## config.mk

```make
export PLATFORM = sky130hd
export DESIGN_NAME = stn2tft_cmd_seq_flat
export DESIGN_NICKNAME = d
export VERILOG_FILES = /design/src/rtl/stn2tft_cmd_seq_pkg.sv /design/src/rtl/stn2tft_cmd_seq_if.sv /design/src/rtl/stn2tft_cmd_seq_host_wr_sync.sv /design/src/rtl/stn2tft_cmd_seq.sv /design/src/flat_wrapper.sv
export SDC_FILE = /design/constraint.sdc
export NUM_CORES = 1
export LEC_CHECK = 0
export CAP_MARGIN = 15
export CORE_MARGIN = 1.5
export CORE_UTILIZATION = 33
export DETAILED_ROUTE_END_ITERATION = 12
export GPL_ROUTABILITY_DRIVEN = 0
export SLEW_MARGIN = 25
export SYNTH_ARGS = -nofsm -noshare
export SYNTH_HDL_FRONTEND = slang
export SYNTH_SLANG_ARGS = --single-unit
```

## constraint.sdc

```tcl
create_clock -name clk -period 1.9 [get_ports clk]
set_input_delay 0.285 -clock clk [delete_from_list [all_inputs] [get_ports clk]]
set_output_delay 0.285 -clock clk [all_outputs]
set_load 0.01 [all_outputs]
```

## src/rtl/stn2tft_cmd_seq_pkg.sv

```systemverilog
// Shared constants for the STN-to-TFT host command sequencer: opcodes, per-opcode
// parameter counts and base addresses, FSM state encoding and register address width.
package stn2tft_cmd_pkg;

  localparam int REG_AW = 5;

  localparam logic [7:0] OP_SYS_SET   = 8'h40;
  localparam logic [7:0] OP_SCROLL    = 8'h44;
  localparam logic [7:0] OP_HDOT_SCR  = 8'h5A;
  localparam logic [7:0] OP_OVLAY     = 8'h5B;
  localparam logic [7:0] OP_CGRAM_ADR = 8'h5C;
  localparam logic [7:0] OP_CSR_FORM  = 8'h5D;
  localparam logic [7:0] OP_DISP_OFF  = 8'h58;
  localparam logic [7:0] OP_DISP_ON   = 8'h59;
  localparam logic [7:0] OP_SLEEP_IN  = 8'h53;

  typedef logic [1:0] state_t;
  localparam state_t ST_IDLE  = 2'd0;
  localparam state_t ST_PARAM = 2'd1;
  localparam state_t ST_DROP  = 2'd2;

  typedef struct packed {
    logic              known;
    logic [3:0]        cnt;
    logic [REG_AW-1:0] base;
  } cmd_info_t;

  function automatic cmd_info_t cmd_lookup(input logic [7:0] op);
    cmd_info_t info;
    info = '0;
    case (op)
      OP_SYS_SET:   info = '{known: 1'b1, cnt: 4'd8,  base: 5'h00};
      OP_SCROLL:    info = '{known: 1'b1, cnt: 4'd10, base: 5'h08};
      OP_HDOT_SCR:  info = '{known: 1'b1, cnt: 4'd1,  base: 5'h12};
      OP_OVLAY:     info = '{known: 1'b1, cnt: 4'd1,  base: 5'h13};
      OP_CGRAM_ADR: info = '{known: 1'b1, cnt: 4'd2,  base: 5'h14};
      OP_CSR_FORM:  info = '{known: 1'b1, cnt: 4'd2,  base: 5'h16};
      OP_DISP_OFF:  info = '{known: 1'b1, cnt: 4'd1,  base: 5'h18};
      OP_DISP_ON:   info = '{known: 1'b1, cnt: 4'd1,  base: 5'h18};
      OP_SLEEP_IN:  info = '{known: 1'b1, cnt: 4'd0,  base: 5'h00};
      default:      info = '0;
    endcase
    return info;
  endfunction

endpackage

```

## src/rtl/stn2tft_cmd_seq_if.sv

```systemverilog
// 8080-style host write bus (chip enable, command/parameter select, write strobe, data).
// The host side drives every signal; the sequencer only samples. No ready: the host owns timing.
interface stn2tft_cmd_seq_if;
  logic       ce_x;
  logic       a0;
  logic       wr_x;
  logic [7:0] dat;

  modport master (output ce_x, a0, wr_x, dat);
  modport slave  (input  ce_x, a0, wr_x, dat);
endinterface

```

## src/rtl/stn2tft_cmd_seq_host_wr_sync.sv

```systemverilog
// Synchronizes the asynchronous host strobes into clk and emits a one-cycle write event
// on each wr_x rising edge seen while ce_x is low, with the matching a0 and data byte.
module host_wr_sync #(
  parameter int NSYNC = 2
) (
  input  logic       clk,
  input  logic       rst,
  input  logic       ce_x,
  input  logic       wr_x,
  input  logic       a0,
  input  logic [7:0] dat,
  output logic       wr_evt,
  output logic       evt_a0,
  output logic [7:0] evt_dat
);

  logic [NSYNC-1:0] r_ce_sync;
  logic [NSYNC-1:0] r_wr_sync;
  logic [NSYNC-1:0] r_a0_sync;
  logic             r_wr_prev;
  logic [7:0]       r_dat;
  logic             w_wr_rise;

  // Strobes reset to the idle-high level so leaving reset never looks like an edge.
  always_ff @(posedge clk) begin
    if (rst) begin
      r_ce_sync <= '1;
      r_wr_sync <= '1;
      r_a0_sync <= '1;
      r_wr_prev <= 1'b1;
      r_dat     <= 8'h00;
    end else begin
      r_ce_sync <= {r_ce_sync[NSYNC-2:0], ce_x};
      r_wr_sync <= {r_wr_sync[NSYNC-2:0], wr_x};
      r_a0_sync <= {r_a0_sync[NSYNC-2:0], a0};
      r_wr_prev <= r_wr_sync[NSYNC-1];
      r_dat     <= dat;
    end
  end

  // Data is quiet from wr_x low onward, so a single sampling stage is already settled here.
  assign w_wr_rise = r_wr_sync[NSYNC-1] & ~r_wr_prev;
  assign wr_evt    = w_wr_rise & ~r_ce_sync[NSYNC-1];
  assign evt_a0    = r_a0_sync[NSYNC-1];
  assign evt_dat   = r_dat;

endmodule

```

## src/rtl/stn2tft_cmd_seq.sv

```systemverilog
// Host command sequencer: decodes command/parameter bytes into register-file writes and
// tracks display-on/sleep. Optional sticky protocol error flag under `STN2TFT_CMD_ERR_EN.
module stn2tft_cmd_seq
  import stn2tft_cmd_pkg::*;
#(
  parameter int NSYNC = 2
) (
  input  logic                 clk,
  input  logic                 rst,
  stn2tft_cmd_seq_if.slave     host,
  output logic                 reg_we,
  output logic [REG_AW-1:0]    reg_addr,
  output logic [7:0]           reg_wdat,
  output logic [7:0]           cmd_code,
  output logic                 sys_set_done,
  output logic                 disp_on,
  output logic                 sleep,
  output logic                 cmd_err,
  output state_t               o_dbg_state
);

  logic              w_wr_evt;
  logic              w_evt_a0;
  logic [7:0]        w_evt_dat;
  cmd_info_t         w_info;
  logic [3:0]        w_next_idx;
  logic [REG_AW-1:0] w_addr;

  state_t            r_state;
  logic [3:0]        r_idx;
  logic [3:0]        r_cnt;
  logic [REG_AW-1:0] r_base;
  logic              r_reg_we;
  logic [REG_AW-1:0] r_reg_addr;
  logic [7:0]        r_reg_wdat;
  logic [7:0]        r_cmd_code;
  logic              r_sys_set_done;
  logic              r_disp_on;
  logic              r_sleep;

  host_wr_sync #(.NSYNC(NSYNC)) u_sync (
    .clk     (clk),
    .rst     (rst),
    .ce_x    (host.ce_x),
    .wr_x    (host.wr_x),
    .a0      (host.a0),
    .dat     (host.dat),
    .wr_evt  (w_wr_evt),
    .evt_a0  (w_evt_a0),
    .evt_dat (w_evt_dat)
  );

  assign w_info     = cmd_lookup(w_evt_dat);
  assign w_next_idx = r_idx + 4'd1;
  assign w_addr     = r_base + {1'b0, r_idx};

  always_ff @(posedge clk) begin
    if (rst) begin
      r_state        <= ST_IDLE;
      r_idx          <= 4'd0;
      r_cnt          <= 4'd0;
      r_base         <= '0;
      r_reg_we       <= 1'b0;
      r_reg_addr     <= '0;
      r_reg_wdat     <= 8'h00;
      r_cmd_code     <= 8'h00;
      r_sys_set_done <= 1'b0;
      r_disp_on      <= 1'b0;
      r_sleep        <= 1'b0;
    end else begin
      r_reg_we       <= 1'b0;
      r_sys_set_done <= 1'b0;
      if (w_wr_evt) begin
        if (w_evt_a0) begin
          // A command byte always restarts decoding, abandoning any partial sequence.
          r_cmd_code <= w_evt_dat;
          r_idx      <= 4'd0;
          r_cnt      <= w_info.cnt;
          r_base     <= w_info.base;
          r_sleep    <= (w_evt_dat == OP_SLEEP_IN);
          if (w_evt_dat == OP_DISP_ON)
            r_disp_on <= 1'b1;
          else if (w_evt_dat == OP_DISP_OFF)
            r_disp_on <= 1'b0;
          if (!w_info.known)
            r_state <= ST_DROP;
          else if (w_info.cnt != 4'd0)
            r_state <= ST_PARAM;
          else
            r_state <= ST_IDLE;
        end else if (r_state == ST_PARAM) begin
          r_reg_we       <= 1'b1;
          r_reg_addr     <= w_addr;
          r_reg_wdat     <= w_evt_dat;
          r_sys_set_done <= (w_addr == 5'h07);
          r_idx          <= w_next_idx;
          if (w_next_idx == r_cnt)
            r_state <= ST_IDLE;
        end
      end
    end
  end

`ifdef STN2TFT_CMD_ERR_EN
  logic r_cmd_err;

  always_ff @(posedge clk) begin
    if (rst)
      r_cmd_err <= 1'b0;
    else if (w_wr_evt && ((w_evt_a0 && !w_info.known) ||
                          (!w_evt_a0 && r_state != ST_PARAM)))
      r_cmd_err <= 1'b1;
  end

  assign cmd_err = r_cmd_err;
`else
  assign cmd_err = 1'b0;
`endif

  assign reg_we       = r_reg_we;
  assign reg_addr     = r_reg_addr;
  assign reg_wdat     = r_reg_wdat;
  assign cmd_code     = r_cmd_code;
  assign sys_set_done = r_sys_set_done;
  assign disp_on      = r_disp_on;
  assign sleep        = r_sleep;
  assign o_dbg_state  = r_state;

endmodule

```

## src/flat_wrapper.sv

```systemverilog
// flat-port wrapper written by rule: the top's interface ports become plain ports
module stn2tft_cmd_seq_flat import stn2tft_cmd_pkg::*;
#(
  parameter int NSYNC = 2
)
  (clk, rst, reg_we, reg_addr, reg_wdat, cmd_code, sys_set_done, disp_on, sleep, cmd_err, o_dbg_state, host_ce_x, host_a0, host_wr_x, host_dat);
  stn2tft_cmd_seq_if host_i ();
  input  logic clk;
  input  logic rst;
  output logic reg_we;
  output logic [REG_AW-1:0] reg_addr;
  output logic [7:0] reg_wdat;
  output logic [7:0] cmd_code;
  output logic sys_set_done;
  output logic disp_on;
  output logic sleep;
  output logic cmd_err;
  output state_t o_dbg_state;
  input wire logic [$bits(host_i.ce_x)-1:0] host_ce_x;
  input wire logic [$bits(host_i.a0)-1:0] host_a0;
  input wire logic [$bits(host_i.wr_x)-1:0] host_wr_x;
  input wire logic [$bits(host_i.dat)-1:0] host_dat;
  assign host_i.ce_x = host_ce_x;
  assign host_i.a0 = host_a0;
  assign host_i.wr_x = host_wr_x;
  assign host_i.dat = host_dat;
  stn2tft_cmd_seq #(.NSYNC(NSYNC)) u_core (.clk(clk), .rst(rst), .host(host_i), .reg_we(reg_we), .reg_addr(reg_addr), .reg_wdat(reg_wdat), .cmd_code(cmd_code), .sys_set_done(sys_set_done), .disp_on(disp_on), .sleep(sleep), .cmd_err(cmd_err), .o_dbg_state(o_dbg_state));
endmodule
```

==> results of run 1 <==
[placed cells by master (no fill, tap or decap), drive strengths merged]
master and count:
nor4 3, o21ai 3, conb 1, nor2 17, o41ai 1, a32oi 1
mux2i 2, a211oi 2, and2 2, o31ai 1, ha 5, fa 1
nor3 5, buf 11, or2 7, clkinvlp 1, a21oi 32, nand2b 1
xor2 3, nor2b 10, nand4b 2, and3b 3, dfxtp 54, nand3 2
a31oi 1, nand4 1, a21o 2, clkdlybuf4s50 38, o211a 1, a22oi 3
nand3b 2, or3 1, nand2 47, clkinv 1, inv 2, o211ai 1
xnor2 5, nor3b 2, clkbuf 6
[sequential cells by signal, summed over array words and instances (netlist names)]
register / count
u_core.cmd_code: 8
u_core.reg_wdat: 8
u_core.u_sync.evt_dat: 8
u_core.r_base: 5
u_core.reg_addr: 5
u_core.r_idx: 4
u_core.r_cnt: 3
u_core.o_dbg_state: 2
u_core.u_sync.r_a0_sync: 2
u_core.u_sync.r_ce_sync: 2
u_core.u_sync.r_wr_sync: 2
u_core.disp_on: 1
u_core.reg_we: 1
u_core.sleep: 1
u_core.sys_set_done: 1
u_core.u_sync.r_wr_prev: 1
[critical path, cell delays in order, from the launching register on]
cell     delay [ns]
dfxtp_1        0.38
ha_1           0.23
fa_1           0.40
a21o_1         0.19
a21oi_1        0.17
xnor2_1        0.16
nand2_1        0.07
a21oi_1        0.11
[worst max-delay path by stage]
stage	start	to	slack (ns)	depth (start not counted)
floorplan	u_core.r_idx[0]$_SDFFE_PP0P_	u_core.reg_addr[4]$_SDFFE_PP0P_	0.24	7
global placement	u_core.r_idx[0]$_SDFFE_PP0P_	u_core.reg_addr[4]$_SDFFE_PP0P_	0.16	7
detailed placement	u_core.r_idx[0]$_SDFFE_PP0P_	u_core.reg_addr[4]$_SDFFE_PP0P_	0.13	7
CTS	u_core.r_idx[0]$_SDFFE_PP0P_	u_core.reg_addr[4]$_SDFFE_PP0P_	0.11	7
global route	u_core.r_idx[0]$_SDFFE_PP0P_	u_core.reg_addr[4]$_SDFFE_PP0P_	0.02	7
finish	u_core.r_idx[0]$_SDFFE_PP0P_	u_core.reg_addr[4]$_SDFFE_PP0P_	0.13	7
[layout make-up]
class                           instances  area (µm²)
Fill cell                             634        3615
Sequential cell                        54        1081
Multi-Input combinational cell        170       994.7
Timing Repair Buffer                   49       460.4
Tap cell                               77       96.34
Clock buffer                            6       82.58
Clock inverter                          2       12.51
Inverter                                2       7.507
[through the flow]
stage	instance area, µm²	total power, W	util [%]	setup slack, ns	hold slack [ns]
after detailed placement	2640	0.001271	41.58	0.1267	0.3923
after CTS	2735	0.001926	43.07	0.1078	0.4153
after floorplan	2177	0.001234	-	0.2427	0.3888
after global placement	2640	0.001271	41.58	0.1643	0.3912
after global routing	2735	0.001987	43.07	0.01608	0.4231
final	2735	0.001903	43.07	0.1295	0.4139
[per-layer routing]
layer / GRT usage (%) / vias to the layer above
li1: - / 893
met4: 3.577 / 0
met5: 0 / -
met3: 3.048 / 2
met2: 20.07 / 30
met1: 16.55 / 778
[cell families (layout without fill, tap and decap cells)]
family | after synthesis | count (layout)
mux | 2 | 2
flops | 54 | 54
fa+ha+maj | 6 | 6
compound gates | 48 | 48
simple gates | 105 | 105
buf+inv | 18 | 59
other cells | 1 | 1
xor+xnor | 8 | 8
[report_power, final]
part	switching [W]	internal (W)	total, W
Combinational	0.0000387	0.0000438	0.0000825
Clock	0.000365	0.000294	0.000659
Sequential	0.0000145	0.00115	0.00116
==> impl_metrics.yaml, run 1 <==
synth:
  seq_area_frac_synth_pct: 49.66
  synth_top_family_by_area: "simple AND/OR/NAND/NOR gates"
  synth_edf_count: 0
  synth.cell_area_um2: 2177
  synth_commonest_cells: "54 x dfxtp_1, 47 x nand2_1, 30 x a21oi_1"
  synthMuxAreaShare_pct: 0.9195
  ys.flop_type: "dfxtp_1"
  ys_ff_latch: 54
  yosysTopAreaCellShare_pct: 49.66
  ys_top_cells_by_area: "dfxtp_1 50%, nand2_1 8.1%, a21oi_1 6.9%"
  syn_area_per_cell_um2: 8.996
  ys_async_sr_fraction_pct: 0
  synth.distinct_cells: 45
  synth-compound-area-share_pct: 13.05
  yosysTopAreaCell: "dfxtp_1"
  synth_nets: 261
  syn_inst: 242
  yosysMostFrequentCell: "dfxtp_1"
  synthSimpleGateAreaFrac_pct: 24.54
  synth_xor_area_share_pct: 3.218
  synth_warnings: 0
  synthAdderAreaFrac_pct: 3.793
run:
  drv_cap: 0
cts:
  cts.clk_slew.worst_paths_ns: 0.09
  ctsHoldBuffers: 0
  cts-htree-levels: 2
  worstSkewPairLatency_ns: 0.30
  cts_root_buffer: "clkbuf_8"
  cts.sinks: 54
  post-cts-setup-buffer-count: 0
  ctsResizeCount: 0
  cts_buffers: 5
  cts_buffer_depth: 2
  tritoncts: "built"
setup_path:
  r2r-end: "u_core.reg_addr[4]$_SDFFE_PP0P_"
  reg2reg_depth: 7
  r2r_start: "u_core.r_idx[0]$_SDFFE_PP0P_"
  crit_fanout: 6
  worstSetupStartpointType: "register"
  crit_required_ns: 2.13
  critPathKind: "reg2reg"
  critPathArrivalTime_ns: 2.00
  r2r_slack_ns: 0.13
  endpoint_kind: "register"
power_and_ir_drop:
  p_leak_nw: 1.040
  power_density_nw_per_um2: 695.8
  ir_drop_mv: 0.5292
hold_path:
  holdPathStages: 1
  hp-class: "reg2reg"
  worstHoldEndpoint: "u_core.u_sync.r_ce_sync[1]$_SDFF_PP1_"
  min-delay-start: "u_core.u_sync.r_ce_sync[0]$_SDFF_PP1_"
die:
  rows: 29
  core_um2: 6350
  ios: 41
  start_util_pct: 34.29
  die-area_um2: 7094
  dieWidth_um: 84.23
  die_h_um: 84.23
detailed_routing:
  dr.pass1.iters: 4
  wl_met3_um: 126
  via_count: 1703
  wirelength_um: 4280
  drc: 0
  drt_iter0_markers: 120
  wl_met2_um: 1991
  antenna_left: 0
  vias_per_cell: 4.731
  met1_length_um: 2126
  top_layer: "met4"
  wl_per_cell_um: 11.89
timing:
  fin_worst_skew_ns: 0.001683
  rsz0062_at_grt: "no"
  finalSetupTns_ns: 0
  maxSlewHeadroom_pct: 54.53
  worst_pin_slew_ns: 0.6821
  period_needed_ns: 1.771
  fin_crit_sh_pct: 93.19
  slew_violations: 0
  finalSetupViolations: 0
  fmax_ghz: 0.5648
  hold_violations: 0
place:
  dpl.hpwl_um: 3037
  port-buffer-count: 39
  dp.cells: 352
grt:
  overflow: 0
  grt_pass1_vias: 1487
  antenna_found_initial: 0
  grt_start_max_net_pins: 38
  grt_pass1_wl_um: 7134
  grt_use_total_pct: 12.43
final_layout:
  instances_no_fill: 360
  syn_to_final_growth_pct: 25.63
  drive_above_1_share_pct: 11.31
  nNetsFinal: 301
  n_antenna_cell: 0
run_status:
  status: "completed"
(Power assumes the default switching activity.)
==> run 2: changes to the inputs <==
Settings changed: SYNTH_HIERARCHICAL set to 1.
==> run 2 against run 1 <==
Synthesized cell count fell by 0.41%. Clock skew rose by 0.0045 ns. Global-route usage rose by 0.90 points. Worst setup slack improved by 0.030 ns. Core utilization rose by 0.26 points. Sequential share of layout area fell by 0.23 points. Maximum frequency rose by 1.7%. Hold slack got worse by 0.0047 ns. Register-to-register slack improved by 0.03 ns. Sequential power barely moved. Power rose by 4.9%. Via count did not move. Critical endpoint is now u_core/sys_set_done$_SDFF_PP0_. Highest routed layer unchanged.
==> impl_metrics.yaml, run 2 <==
die:
  die-area_um2: 7054
  core_um2: 6350
  start_util_pct: 34.09
  die_h_um: 83.99
  rows: 29
  dieWidth_um: 83.99
  ios: 41
synth:
  yosysTopAreaCellShare_pct: 49.94
  yosysMostFrequentCell: "dfxtp_1"
  synth_edf_count: 0
  synth_warnings: 6
  synth.distinct_cells: 42
  synth_nets: 260
  synth.cell_area_um2: 2165
  ys_top_cells_by_area: "dfxtp_1 50%, nand2_1 8.0%, a21oi_1 7.2%"
  ys_async_sr_fraction_pct: 0
  yosysTopAreaCell: "dfxtp_1"
  ys_ff_latch: 54
  synth_commonest_cells: "54 x dfxtp_1, 46 x nand2_1, 31 x a21oi_1"
  syn_area_per_cell_um2: 8.982
  seq_area_frac_synth_pct: 49.94
  ys.flop_type: "dfxtp_1"
  syn_inst: 241
grt:
  antenna_found_initial: 0
  grt_pass1_vias: 1627
  grt_pass1_wl_um: 7493
  grt_use_total_pct: 13.33
  grt_start_max_net_pins: 25
  overflow: 0
place:
  pre_cts_ws_ns: 0.1661
  port-buffer-count: 39
  dpl.hpwl_um: 3209
timing:
  fin_ws_ns: 0.1599
  fmax_ghz: 0.5747
  fin_crit_sh_pct: 91.58
  rsz0062_at_grt: "no"
  finalSetupViolations: 0
  hold_violations: 0
  slew_violations: 0
  fin_worst_skew_ns: 0.006149
  holdWs_ns: 0.4091
  worst_pin_slew_ns: 0.5952
  maxSlewHeadroom_pct: 59.90
  period_needed_ns: 1.740
  finalSetupTns_ns: 0
final_layout:
  layout_common_cells: "54 x dfxtp_1, 46 x nand2_1, 38 x clkdlybuf4s50_1"
  nNetsFinal: 299
  multi_input_area_um2: 994.7
  n_antenna_cell: 0
  final_common_cell: "dfxtp_1"
  drive_above_1_share_pct: 7.473
  regArea_um2: 1081
  fillers: 645
  syn_to_final_growth_pct: 27.11
power_and_ir_drop:
  power_density_nw_per_um2: 725.9
  p_leak_nw: 1.039
  ir_drop_mv: 0.4746
run_status:
  status: "completed"
detailed_routing:
  wirelength_um: 4412
  antenna_left: 0
  vias_per_cell: 4.757
  drc: 0
  drt_iter0_markers: 65
  via_count: 1703
  dr.pass1.iters: 4
  wl_per_cell_um: 12.32
setup_path:
  crit_required_ns: 2.13
  r2r_slack_ns: 0.16
  worstSetupStartpointType: "register"
  critPathArrivalTime_ns: 1.97
  reg2reg_depth: 6
  endpoint_kind: "register"
  critPathLaunch: "u_core/r_idx[0]$_SDFFE_PP0P_"
  critPathKind: "reg2reg"
  r2r_start: "u_core/r_idx[0]$_SDFFE_PP0P_"
  crit_fanout: 6
cts:
  cts_buffer_depth: 2
  cts_root_buffer: "clkbuf_8"
  cts.clk_slew.worst_paths_ns: 0.09
  cts-htree-levels: 2
  worstSkewPairLatency_ns: 0.30
  cts.sinks: 54
  ctsResizeCount: 0
  ctsHoldBuffers: 0
  post-cts-setup-buffer-count: 0
  tritoncts: "built"
  cts_buffers: 5
hold_path:
  holdPathStages: 2
  min-delay-start: "rst"
  hp-class: "in2reg"
run:
  drv_cap: 0
-- run 2: cell types whose count changed in the layout (fill, tap and decap cells not counted), moves of 3 or more --
cell / previous run / this run
or2_2: 7 / 0
nor2_1: 17 / 14
and2b_1: 0 / 5
nor3b_1: 0 / 3
or2_1: 0 / 7
nor2b_1: 10 / 4
nand3_1: 2 / 6
-- run 2: layer usage --
| metal | GRT usage (%) | part of all wire [%] | up-vias |
|---|---|---|---|
| li1 | - | - | 887 |
| met5 | 0 | 0 | - |
| met4 | 5.663 | 1.7 | 0 |
| met3 | 3.165 | 3.3 | 6 |
| met1 | 17.30 | 48 | 779 |
| met2 | 21.19 | 47 | 31 |
-- run 2: area by class of cell --
cell class / instances / share of cell area [%]
Sequential cell: 54 / 39.29
Multi-Input combinational cell: 170 / 36.15
Tap cell: 77 / 3.502
Timing Repair Buffer: 48 / 16.92
Clock inverter: 2 / 1.364
Inverter: 1 / 0.1364
Clock buffer: 6 / 2.638
-- run 2: power breakdown --
| part | internal (W) | total, W | switching, W | leakage (nW) |
|---|---|---|---|---|
| sequential | 0.00115 | 0.00116 | 0.0000174 | 0.439 |
| combinational | 0.0000431 | 0.0000764 | 0.0000333 | 0.549 |
| clock | 0.000393 | 0.000756 | 0.000363 | 0.0514 |
-- run 2: through the flow --
| stage | area (µm²) | total power [W] | instances | utilization (%) |
|---|---|---|---|---|
| 2_1_floorplan | 2165 | 0.001231 | 241 | - |
| 3_5_place_dp | 2641 | 0.001269 | 350 | 41.60 |
| 5_1_grt | 2751 | 0.002090 | 358 | 43.33 |
| 6_report | 2751 | 0.001997 | 358 | 43.33 |
| 4_1_cts | 2751 | 0.002023 | 358 | 43.33 |
| 3_3_place_gp | 2641 | 0.001269 | 350 | 41.60 |
-- run 2: final timing paths --
kind	end
setup / recovery	u_core/sys_set_done$_SDFF_PP0_
hold / removal	u_core/r_idx[0]$_SDFFE_PP0P_
setup reg to reg	u_core/sys_set_done$_SDFF_PP0_
hold reg to reg	u_core/u_sync/r_ce_sync[1]$_SDFF_PP1_
-- run 2: worst max-delay path, cell delays in order, from the launching register on --
cell and delay (ns):
dfxtp_1 0.38, ha_1 0.25, fa_1 0.40, a21o_1 0.19, a21oi_1 0.16, xnor2_1 0.10, nor3_1 0.18
-- run 2: cell families after synthesis --
group,count (synthesis),share of synthesized area (%)
AND/OR/NAND/NOR,109,26.65
flip-flops,54,49.94
AO/OA/AOI/OAI,45,11.62
buffers and inverters,17,4.104
XOR/XNOR,8,3.237
adder cells (fa/ha/maj),6,3.815
other,1,0.1732
multiplexers,1,0.4624
